## config.mk

```make
export PLATFORM = sky130hd
export DESIGN_NAME = fifo_read_adapter
export DESIGN_NICKNAME = d
export VERILOG_FILES = /design/src/rtl/fifo_read_adapter.sv
export SDC_FILE = /design/constraint.sdc
export NUM_CORES = 1
export LEC_CHECK = 0
export CAP_MARGIN = 20
export CORE_UTILIZATION = 25
export CTS_CLUSTER_SIZE = 8
export DETAILED_ROUTE_END_ITERATION = 12
export PLACE_DENSITY = 0.52
export SKIP_CTS_REPAIR_TIMING = 1
export SLEW_MARGIN = 10
export SYNTH_ARGS = -nofsm -noshare
export SYNTH_HDL_FRONTEND = slang
export SYNTH_SLANG_ARGS = --single-unit
```

## constraint.sdc

```tcl
create_clock -name clk -period 5.35 [get_ports clk]
set_input_delay 0.535 -clock clk [delete_from_list [all_inputs] [get_ports clk]]
set_output_delay 0.535 -clock clk [all_outputs]
set_load 0.01 [all_outputs]
```

## src/rtl/fifo_read_adapter.sv

```systemverilog
// fifo_read_adapter: turns a FIFO with one-cycle read latency into a
// valid/ready stream. A 3-entry circular skid buffer absorbs the word that is
// already in flight when the consumer stalls, so fifo_rd_en never depends on
// m_ready and the adapter still sustains one word per cycle.
module fifo_read_adapter #(
    parameter int FIFO_WIDTH = 16
) (
    input  logic                  clk,
    input  logic                  rst_n,
    input  logic                  fifo_empty,
    input  logic                  fifo_underflow,
    input  logic [FIFO_WIDTH-1:0] fifo_data_out,
    output logic                  fifo_rd_en,
    input  logic                  flush,
    output logic                  m_valid,
    output logic [FIFO_WIDTH-1:0] m_data,
    input  logic                  m_ready,
    output logic [15:0]           rd_count,
    output logic                  err_underflow
);

    logic [FIFO_WIDTH-1:0] buf_r [0:2];
    logic [1:0]            wr_ptr_r;
    logic [1:0]            rd_ptr_r;
    logic [1:0]            occ_r;
    logic                  pend_r;
    logic [15:0]           rd_count_r;
    logic                  err_underflow_r;

    logic [2:0]            fill_s;
    logic                  capture_s;
    logic                  handshake_s;
    logic [1:0]            occ_next_s;

    // Circular pointer step over the three buffer slots: 0 -> 1 -> 2 -> 0.
    function automatic logic [1:0] ptr_inc(input logic [1:0] p);
        logic [1:0] n;
        case (p)
            2'd0:    n = 2'd1;
            2'd1:    n = 2'd2;
            default: n = 2'd0;
        endcase
        return n;
    endfunction

    // Read request, stream handshake and next-occupancy decode; the in-flight
    // word counts against capacity so a stall can never overrun the buffer.
    always_comb begin
        fill_s      = {1'b0, occ_r} + {2'b00, pend_r};
        fifo_rd_en  = rst_n && !flush && !fifo_empty && (fill_s < 3'd3);
        m_valid     = rst_n && !flush && (occ_r != 2'd0);
        capture_s   = pend_r && !flush;
        handshake_s = m_valid && m_ready;
        case ({capture_s, handshake_s})
            2'b10:   occ_next_s = occ_r + 2'd1;
            2'b01:   occ_next_s = occ_r - 2'd1;
            default: occ_next_s = occ_r;
        endcase
    end

    // Head-of-buffer select for the stream data.
    always_comb begin
        case (rd_ptr_r)
            2'd0:    m_data = buf_r[0];
            2'd1:    m_data = buf_r[1];
            2'd2:    m_data = buf_r[2];
            default: m_data = {FIFO_WIDTH{1'b0}};
        endcase
    end

    // Buffer, pointers, occupancy, in-flight tracking, counter and sticky error.
    always_ff @(posedge clk) begin
        if (!rst_n) begin
            for (int i = 0; i < 3; i++) begin
                buf_r[i] <= {FIFO_WIDTH{1'b0}};
            end
            wr_ptr_r        <= 2'd0;
            rd_ptr_r        <= 2'd0;
            occ_r           <= 2'd0;
            pend_r          <= 1'b0;
            rd_count_r      <= 16'd0;
            err_underflow_r <= 1'b0;
        end else if (flush) begin
            wr_ptr_r        <= 2'd0;
            rd_ptr_r        <= 2'd0;
            occ_r           <= 2'd0;
            pend_r          <= 1'b0;
            err_underflow_r <= err_underflow_r | fifo_underflow;
        end else begin
            pend_r <= fifo_rd_en;
            if (capture_s) begin
                buf_r[wr_ptr_r] <= fifo_data_out;
                wr_ptr_r        <= ptr_inc(wr_ptr_r);
            end else begin
                wr_ptr_r <= wr_ptr_r;
            end
            if (handshake_s) begin
                rd_ptr_r   <= ptr_inc(rd_ptr_r);
                rd_count_r <= rd_count_r + 16'd1;
            end else begin
                rd_ptr_r   <= rd_ptr_r;
                rd_count_r <= rd_count_r;
            end
            occ_r           <= occ_next_s;
            err_underflow_r <= err_underflow_r | fifo_underflow;
        end
    end

    assign rd_count      = rd_count_r;
    assign err_underflow = err_underflow_r;

endmodule

```

# Word level (Yosys, flattened, before mapping)
# Memory sizes are Yosys's and may differ from the RTL's.
# Cells that the tools add are included.
dict set report classes {
  muxes 12
  reduce_logical 15
  magnitude_cmp 1
  eq_ne 5
  n_addsub 4
  bitwise 3
}
# op count
set ops {}
lappend ops {{16-bit one-hot mux with 3 select lines} 1}
lappend ops {{16-bit by 1-bit adder with 16-bit output (second input constant)} 1}
lappend ops {{16-bit 2-to-1 mux} 1}
lappend ops {{16-bit OR reduction} 1}
lappend ops {{2-bit one-hot mux with 2 select lines} 3}
lappend ops {{2-bit by 1-bit equality test with 1-bit output (second input constant)} 3}
lappend ops {{1-bit logical AND} 6}
lappend ops {{1-bit 2-to-1 mux} 6}
lappend ops {{2-bit equality test (second input constant)} 2}
lappend ops {{2-bit zero test} 2}
lappend ops {{2-bit nonzero test} 2}
lappend ops {{2-bit by 1-bit adder with 3-bit output} 1}
lappend ops {{3-bit by 2-bit < comparator with 1-bit output (second input constant)} 1}
lappend ops {{2-bit by 1-bit adder with 2-bit output (second input constant)} 1}
lappend ops {{1-bit zero test} 2}
lappend ops {{2-bit 2-to-1 mux} 1}
lappend ops {{1-bit inverter} 2}
lappend ops {{2-bit AND reduction} 1}
lappend ops {{2-bit OR reduction} 1}
lappend ops {{2-bit by 1-bit subtractor with 2-bit output (second input constant)} 1}
lappend ops {{1-bit bitwise OR} 1}
dict set report totals {
  memories 1
  ram_bits 48
  out_inout_bits 35
  in_bits 22
  register_bits 24
  elab_cells 47
}
# name depth word_bits rd rd_ports_with_merged_regs wr line_no
set mem_list {}
lappend mem_list {buf_r 3 16 3 0 3 22} ;# logic [FIFO_WIDTH-1:0] buf_r [0:2];

# Logic depth before layout (Yosys ltp)
# Gate-level depths: netlist (run 1).
dict set report logic_depth {
  ltp_word 8
  mapped_depth 7
  mapped_depth_nobuf 7
}

# Least setup slack after synthesis (run 1)
# OpenSTA, ideal clock, no wires.
dict set report synth_timing {
  path_type {input-to-reg}
  start {input port rst_n}
  end {memory buf_r[2][0] (enable)}
  arrival_time_ps 1809
  cell_stages 4
  setup_time_ps 375
  required_time_ps 4975
  path_slack_ps 3167
  n_path_buf 0
  cell_sequence {nor2b_1 > nand2_1 > nor3b_1 > nand2b_1}
}
# item line_no
set synth_lines {}
lappend synth_lines {{start, declared} 9} ;# input logic rst_n,
lappend synth_lines {{end, declared} 22}

# Worst setup path after layout (run 1)
dict set report layout_timing {
  start {input port rst_n}
  end {output port fifo_rd_en}
}
dict set report layout_via {
  elab_chain_cells 3
}
# item line_no
set layout_lines {}
lappend layout_lines {{1-bit logical AND (3 in a row)} 50} ;# fifo_rd_en = rst_n && !flush && !fifo_empty && (fill_s < 3'd3);
lappend layout_lines {{end, declared} 13} ;# output logic fifo_rd_en,
# Every way passes these cells.

==> results of run 1 <==
-- flip-flops by register name (all words and copies together) (netlist names) --
name	cells
rd_count	16
err_underflow	1
pend_r	1
buf_r	48
occ_r	2
wr_ptr_r	2
rd_ptr_r	2
-- synthesized netlist by cell type --
cell / count / area, sq um
sky130_fd_sc_hd__or2_2: 1 / 6.26
sky130_fd_sc_hd__or3_1: 4 / 25.0
sky130_fd_sc_hd__dfxtp_1: 24 / 480
sky130_fd_sc_hd__or2b_1: 2 / 15.0
sky130_fd_sc_hd__o31ai_1: 3 / 22.5
sky130_fd_sc_hd__nor3_1: 1 / 5.00
sky130_fd_sc_hd__buf_2: 2 / 10.0
sky130_fd_sc_hd__nand2b_1: 6 / 37.5
sky130_fd_sc_hd__a2111oi_0: 2 / 17.5
sky130_fd_sc_hd__nand4_1: 5 / 31.3
sky130_fd_sc_hd__nor2b_1: 2 / 12.5
sky130_fd_sc_hd__inv_1: 4 / 15.0
sky130_fd_sc_hd__xor2_1: 3 / 26.3
sky130_fd_sc_hd__xnor2_1: 5 / 43.8
sky130_fd_sc_hd__nor4_1: 4 / 25.0
sky130_fd_sc_hd__nor3b_1: 2 / 15.0
sky130_fd_sc_hd__and2_1: 48 / 300
sky130_fd_sc_hd__or3b_2: 1 / 8.76
sky130_fd_sc_hd__ha_1: 4 / 50.1
sky130_fd_sc_hd__nand2_1: 33 / 124
sky130_fd_sc_hd__mux2i_1: 21 / 210
sky130_fd_sc_hd__a21oi_1: 8 / 40.0
sky130_fd_sc_hd__or4_1: 3 / 22.5
sky130_fd_sc_hd__edfxtp_1: 48 / 1440
sky130_fd_sc_hd__buf_1: 1 / 3.75
sky130_fd_sc_hd__clkbuf_1: 10 / 37.5
sky130_fd_sc_hd__o21ai_0: 20 / 100
sky130_fd_sc_hd__nand3_1: 9 / 45.0
sky130_fd_sc_hd__nor2_1: 14 / 52.6
-- worst max-delay path, stage by stage --
cell,delay [ps]
sky130_fd_sc_hd__clkdlybuf4s50_1,860
sky130_fd_sc_hd__nand2b_1,380
sky130_fd_sc_hd__a2111oi_0,470
sky130_fd_sc_hd__clkdlybuf4s50_1,610
-- cell families after synthesis --
family	count (synthesis)
flops	72
simple gates	135
xor+xnor	8
buf+inv	17
fa+ha+maj	4
compound gates	33
mux	21
-- power groups by stage --
stage / logic, uW / registers (uW) / clock network (uW)
final: 65.8 / 613 / 613
after global routing: 72.5 / 614 / 656
after CTS: 67.5 / 613 / 629
after detailed placement: 67.1 / 625 / 0
after global placement: 66.8 / 624 / 0
after floorplan: 24.8 / 623 / 0
-- final cells by class --
cell class | count | area, sq um | area share
Timing Repair Buffer | 61 | 598 | 0.139
Sequential cell | 72 | 1920 | 0.448
Tap cell | 172 | 215 | 0.0502
Clock buffer | 10 | 229 | 0.0534
Clock inverter | 5 | 72.6 | 0.0169
Inverter | 4 | 15.0 | 0.00350
Multi-Input combinational cell | 201 | 1240 | 0.288
-- worst max path at each step --
stage / cells past startpoint / start / end
after global routing: 4 / rst_n / fifo_rd_en
after global placement: 4 / rst_n / fifo_rd_en
final: 4 / rst_n / fifo_rd_en
after CTS: 4 / rd_ptr_r[1] / m_data[1]
after floorplan: 4 / rst_n / buf_r[2][0]
after detailed placement: 6 / rst_n / buf_r[2][6]
-- placed cells by master, fill, tap and decap left out, types with 9 or more instances in the layout --
cell type	n
sky130_fd_sc_hd__nand3_1	9
sky130_fd_sc_hd__edfxtp_1	48
sky130_fd_sc_hd__mux2i_1	21
sky130_fd_sc_hd__dfxtp_1	24
sky130_fd_sc_hd__nand2_1	33
sky130_fd_sc_hd__clkdlybuf4s50_1	56
sky130_fd_sc_hd__clkbuf_16	9
sky130_fd_sc_hd__nor2_1	14
sky130_fd_sc_hd__and2_1	48
sky130_fd_sc_hd__o21ai_0	20
-- routing by layer --
metal | share of wire | vias to the layer above
li1 | - | 1139
met4 | 0.019 | 0
met5 | 0 | -
met2 | 0.51 | 35
met1 | 0.44 | 1086
met3 | 0.039 | 11
-- metrics by stage --
step	hold slack (ps)	setup WS [ps]
2_1_floorplan	475	3170
4_1_cts	468	1780
3_3_place_gp	448	2000
6_report	463	1950
3_5_place_dp	456	1910
5_1_grt	509	1790
==> results.py, run 1 <==
metrics = {
    "synth": {
        "yosysUniqueCellTypes": 29,
        "synth.yosys.seq_area_share": 0.596,
        "synth_xor_xnor_area_share": 0.0217,
        "postSynthAreaPerCell_sq_um": 11.1,
        "yosys.area_share.adder": 0.0155,
        "netlist_instances": 290,
        "synth-seq-cells": 72,
        "synth_area_in_compound_gates": 0.0559,
        "synth.area.mux_share": 0.0652,
        "synth_area_sq_mm": 0.00322,
        "net_count_after_synthesis": 316,
        "yosys.area_share.simple": 0.225,
        "yosys_warnings": 0,
        "main_combinational_cell_family_by_area_after_synthesis": "simple AND/OR/NAND/NOR gates",
    },
    "placed_design": {
        "port-buffer-count": 56,
        "gp_congestion": 0.775,
        "placed_cells_incl_taps": 509,
        "dp_hpwl_um": 4730,
        "standard_cell_area_after_detailed_placement_sq_mm": 0.00398,
    },
    "worst_setup_path": {
        "required_ps": 4820,
        "worstRegToRegCells": 5,
        "category_of_the_worst_setup_path_launch_point": "input port",
        "timing.critical_path.arrival_ps": 2860,
        "r2r_start": "rd_count[0]",
        "worstReg2RegEnd": "rd_count[14]",
        "path_class": "in -> out",
        "worstSetupEndpointType": "output pin",
        "r2r_setup_slack_ps": 3270,
        "crit_path_max_fanout": 16,
    },
    "drt": {
        "drtPass1Iterations": 4,
        "post-route-drc-count": 0,
        "postRouteAntennaNets": 0,
        "viasPerCell": 4.33,
        "num_vias": 2271,
        "drtIter0Drc": 108,
        "routedWlPerCell_um": 13.6,
        "wl_um": 7150,
    },
    "global_route": {
        "antenna_found_initial": 0,
        "grt_pass1_vias": 2229,
        "globalRouteTotalUtil": 0.117,
        "global_route_wire_length_before_repair_um": 11400,
        "grt_overflow": 0,
        "met3_usage_grt": 0.0366,
        "grt_util_met2": 0.199,
        "grt_max_degree": 21,
        "grt_util_met1": 0.132,
        "globalRoute.busiestLayer": "met2",
    },
    "timing": {
        "grt_setup_unrepaired": "no",
        "final.setup_skew_ps": 3.86,
        "max_clock_freq_ghz": 0.294,
        "final_hold_viol_count": 0,
        "final_min_period_over_clock_period": 0.635,
        "relSlewSlack": 0.370,
        "tightest_slew_ps": 936,
        "final-max-slew-violation-count": 0,
        "final-setup-viol-count": 0,
        "final_critical_path_required_period_ps": 3400,
        "setup_tns_ps": 0,
    },
    "layout": {
        "final_core_utilization": 0.340,
        "synthToLayoutAreaGrowth_pct": 33.0,
        "final_nets": 375,
        "final_layout_size_suffix_gt1_frac": 0.0538,
        "instances_no_fill": 525,
        "antenna_cells_inserted": 0,
        "fin_area_sq_mm": 0.00429,
        "layout.filler_cells": 1294,
    },
    "floorplan": {
        "placement_rows": 41,
        "top_level_ports": 57,
        "fp.dieH_um": 116,
        "fp.dieArea_sq_mm": 0.0134,
        "placeableCoreArea_sq_mm": 0.0126,
        "dieWidth_um": 116,
        "floorplan.initialDensity": 0.256,
    },
    "run_status": {
        "result_of_the_run": "completed",
    },
    "hold_path": {
        "worstHoldPathType": "reg -> reg",
        "timing.hold.worst_path_depth": 2,
        "worst_hold_endpoint": "err_underflow",
        "min_from": "err_underflow",
    },
    "clock_tree": {
        "clock-sinks": 72,
        "tritoncts": "yes",
        "htree_num_levels": 3,
        "cts_root_buffer": "sky130_fd_sc_hd__clkbuf_16",
        "worstSkewPairLatency_ps": 330,
        "tritoncts_buffer_count": 9,
        "cts_max_path_buffers": 2,
        "clk_transition_reported_paths_ps": 50,
    },
    "pwr": {
        "cellInternalPower_uw": 1040,
        "pwr_density_cell_mw_per_mm2": 301,
        "clock_power_share": 0.474,
        "power_frac_seq": 0.475,
        "switching_share": 0.193,
        "irDropWorstVdd_v": 0.000118,
        "power.static_leakage_uw": 0.00149,
        "comb_pwr_share": 0.051,
        "p_total_uw": 1290,
        "power_dissipated_by_switching_net_loads_uw": 249,
    },
    "job": {
        "max_capacitance_violation_count": 0,
    },
}
Note: power is estimated with default switching activity, not from simulation.
==> inputs of run 2 (changes only) <==
--- a/config.mk
+++ b/config.mk
@@ -9,7 +9,7 @@
 export CORE_UTILIZATION = 25
 export CTS_CLUSTER_SIZE = 8
 export DETAILED_ROUTE_END_ITERATION = 12
-export PLACE_DENSITY = 0.52
+export PLACE_DENSITY = 0.53
 export SKIP_CTS_REPAIR_TIMING = 1
 export SLEW_MARGIN = 10
 export SYNTH_ARGS = -nofsm -noshare
==> constraint.sdc (replaced) <==
create_clock -name clk -period 2.95 [get_ports clk]
set_input_delay 0.295 -clock clk [delete_from_list [all_inputs] [get_ports clk]]
set_output_delay 0.295 -clock clk [all_outputs]
set_load 0.01 [all_outputs]
==> results.py, run 2 (same netlist as run 1, synthesis figures left out) <==
metrics = {
    "worst_setup_path": {
        "path_class": "reg -> out",
        "r2r_setup_slack_ps": 860,
        "timing.critical_path.arrival_ps": 2390,
        "crit_path_max_fanout": 5,
        "required_ps": 2650,
        "worstRegToRegCells": 5,
        "category_of_the_worst_setup_path_launch_point": "flop",
        "worstSetupEndpointType": "output pin",
        "worstReg2RegEnd": "rd_count[12]",
        "r2r_start": "rd_count[0]",
    },
    "clock_tree": {
        "htree_num_levels": 3,
        "clk_transition_reported_paths_ps": 60,
        "tritoncts": "yes",
        "cts_root_buffer": "sky130_fd_sc_hd__clkbuf_16",
        "worstSkewPairLatency_ps": 320,
        "tritoncts_buffer_count": 9,
        "cts_max_path_buffers": 2,
        "clock-sinks": 72,
    },
    "floorplan": {
        "placeableCoreArea_sq_mm": 0.0126,
        "fp.dieH_um": 116,
        "dieWidth_um": 116,
        "top_level_ports": 57,
        "fp.dieArea_sq_mm": 0.0134,
        "floorplan.initialDensity": 0.256,
        "placement_rows": 41,
    },
    "drt": {
        "num_vias": 2272,
        "postRouteAntennaNets": 0,
        "drtIter0Drc": 86,
        "routedWlPerCell_um": 13.4,
        "viasPerCell": 4.26,
        "wl_um": 7130,
        "post-route-drc-count": 0,
        "drtPass1Iterations": 4,
    },
    "timing": {
        "final_min_period_over_clock_period": 0.911,
        "final-max-slew-violation-count": 0,
        "setup_tns_ps": 0,
        "final-setup-viol-count": 0,
        "final.setup_skew_ps": 6.39,
        "grt_setup_unrepaired": "no",
        "tightest_slew_ps": 567,
        "final_hold_viol_count": 0,
        "max_clock_freq_ghz": 0.372,
        "relSlewSlack": 0.612,
        "setup_ws_ps": 263,
        "final_critical_path_required_period_ps": 2690,
    },
    "placed_design": {
        "dp_hpwl_um": 4850,
        "gp_congestion": 0.734,
        "port-buffer-count": 56,
        "dpl_worst_slack_ps": 422,
        "placed_cells_incl_taps": 518,
    },
    "pwr": {
        "pwr_density_cell_mw_per_mm2": 506,
        "irDropWorstVdd_v": 0.000296,
        "power.static_leakage_uw": 0.00151,
    },
    "layout": {
        "largest_register_ffs": 48,
        "regMostFlops": "buf_r",
        "final_core_utilization": 0.343,
        "synthToLayoutAreaGrowth_pct": 34.2,
        "final_common_cell": "sky130_fd_sc_hd__clkdlybuf4s50_1",
        "commonest_cells_after_routing_fill_and_taps_aside": "56 x sky130_fd_sc_hd__clkdlybuf4s50_1, 48 x sky130_fd_sc_hd__and2_1, 48 x sky130_fd_sc_hd__edfxtp_1, 33 x sky130_fd_sc_hd__nand2_1, 24 x sky130_fd_sc_hd__dfxtp_1",
        "final_nets": 383,
        "antenna_cells_inserted": 0,
        "final_layout_size_suffix_gt1_frac": 0.0831,
        "instances_no_fill": 533,
    },
    "global_route": {
        "grt_max_degree": 20,
        "globalRouteTotalUtil": 0.113,
        "grt_overflow": 0,
        "antenna_found_initial": 0,
        "grt_pass1_vias": 2213,
        "global_route_wire_length_before_repair_um": 11400,
    },
    "hold_path": {
        "timing.hold.worst_path_depth": 2,
        "worstHoldPathType": "reg -> reg",
        "worst_hold_endpoint": "err_underflow",
        "min_from": "err_underflow",
    },
    "job": {
        "max_capacitance_violation_count": 0,
    },
    "run_status": {
        "result_of_the_run": "completed",
    },
}
## run 2: changes by cell type in the layout (fill, tap and decap cells not counted), sizes merged
cell | before | now
clkinvlp | 0 | 1
buf | 5 | 13
bufinv | 2 | 0
clkinv | 3 | 4
## run 2: worst max path at each step
stage | startpoint | endpoint
2_1_floorplan | rst_n | buf_r[2][0]
3_3_place_gp | flush | fifo_rd_en
3_5_place_dp | flush | rd_count[14]
4_1_cts | occ_r[0] | fifo_rd_en
5_1_grt | occ_r[0] | fifo_rd_en
6_report | occ_r[0] | fifo_rd_en
## run 2: area by class of cell
type / instances / area [sq um]
Clock buffer: 10 / 229
Clock inverter: 5 / 35.0
Fill cell: 1311 / 8290
Inverter: 4 / 15.0
Multi-Input combinational cell: 201 / 1240
Sequential cell: 72 / 1920
Tap cell: 172 / 215
Timing Repair Buffer: 69 / 671
## run 2: per-layer routing
metal | share of wire | vias up | GRT usage
met5 | 0 | - | 0
met4 | 0.010 | 0 | 0.0364
met3 | 0.036 | 7 | 0.0272
met2 | 0.51 | 33 | 0.193
met1 | 0.44 | 1075 | 0.139
li1 | - | 1157 | -
## run 2: report_power, final
part	internal, uW	switching, uW
Sequential	1100	8.54
Combinational	65.4	59.1
Clock	563	391
Total	1730	458
## run 2: metrics by stage
stage	cell area (sq um)	total power (uW)	hold slack (ps)
after floorplan	3220	1180	378
after global placement	4060	1260	449
after detailed placement	4060	1260	471
after CTS	4330	2220	485
after global routing	4330	2280	514
final	4330	2190	477
## run 2: critical path: stages (launching register included)
cell	delay (ps)
sky130_fd_sc_hd__dfxtp_1	360
sky130_fd_sc_hd__ha_1	220
sky130_fd_sc_hd__ha_1	280
sky130_fd_sc_hd__a2111oi_0	570
sky130_fd_sc_hd__clkdlybuf4s50_1	650
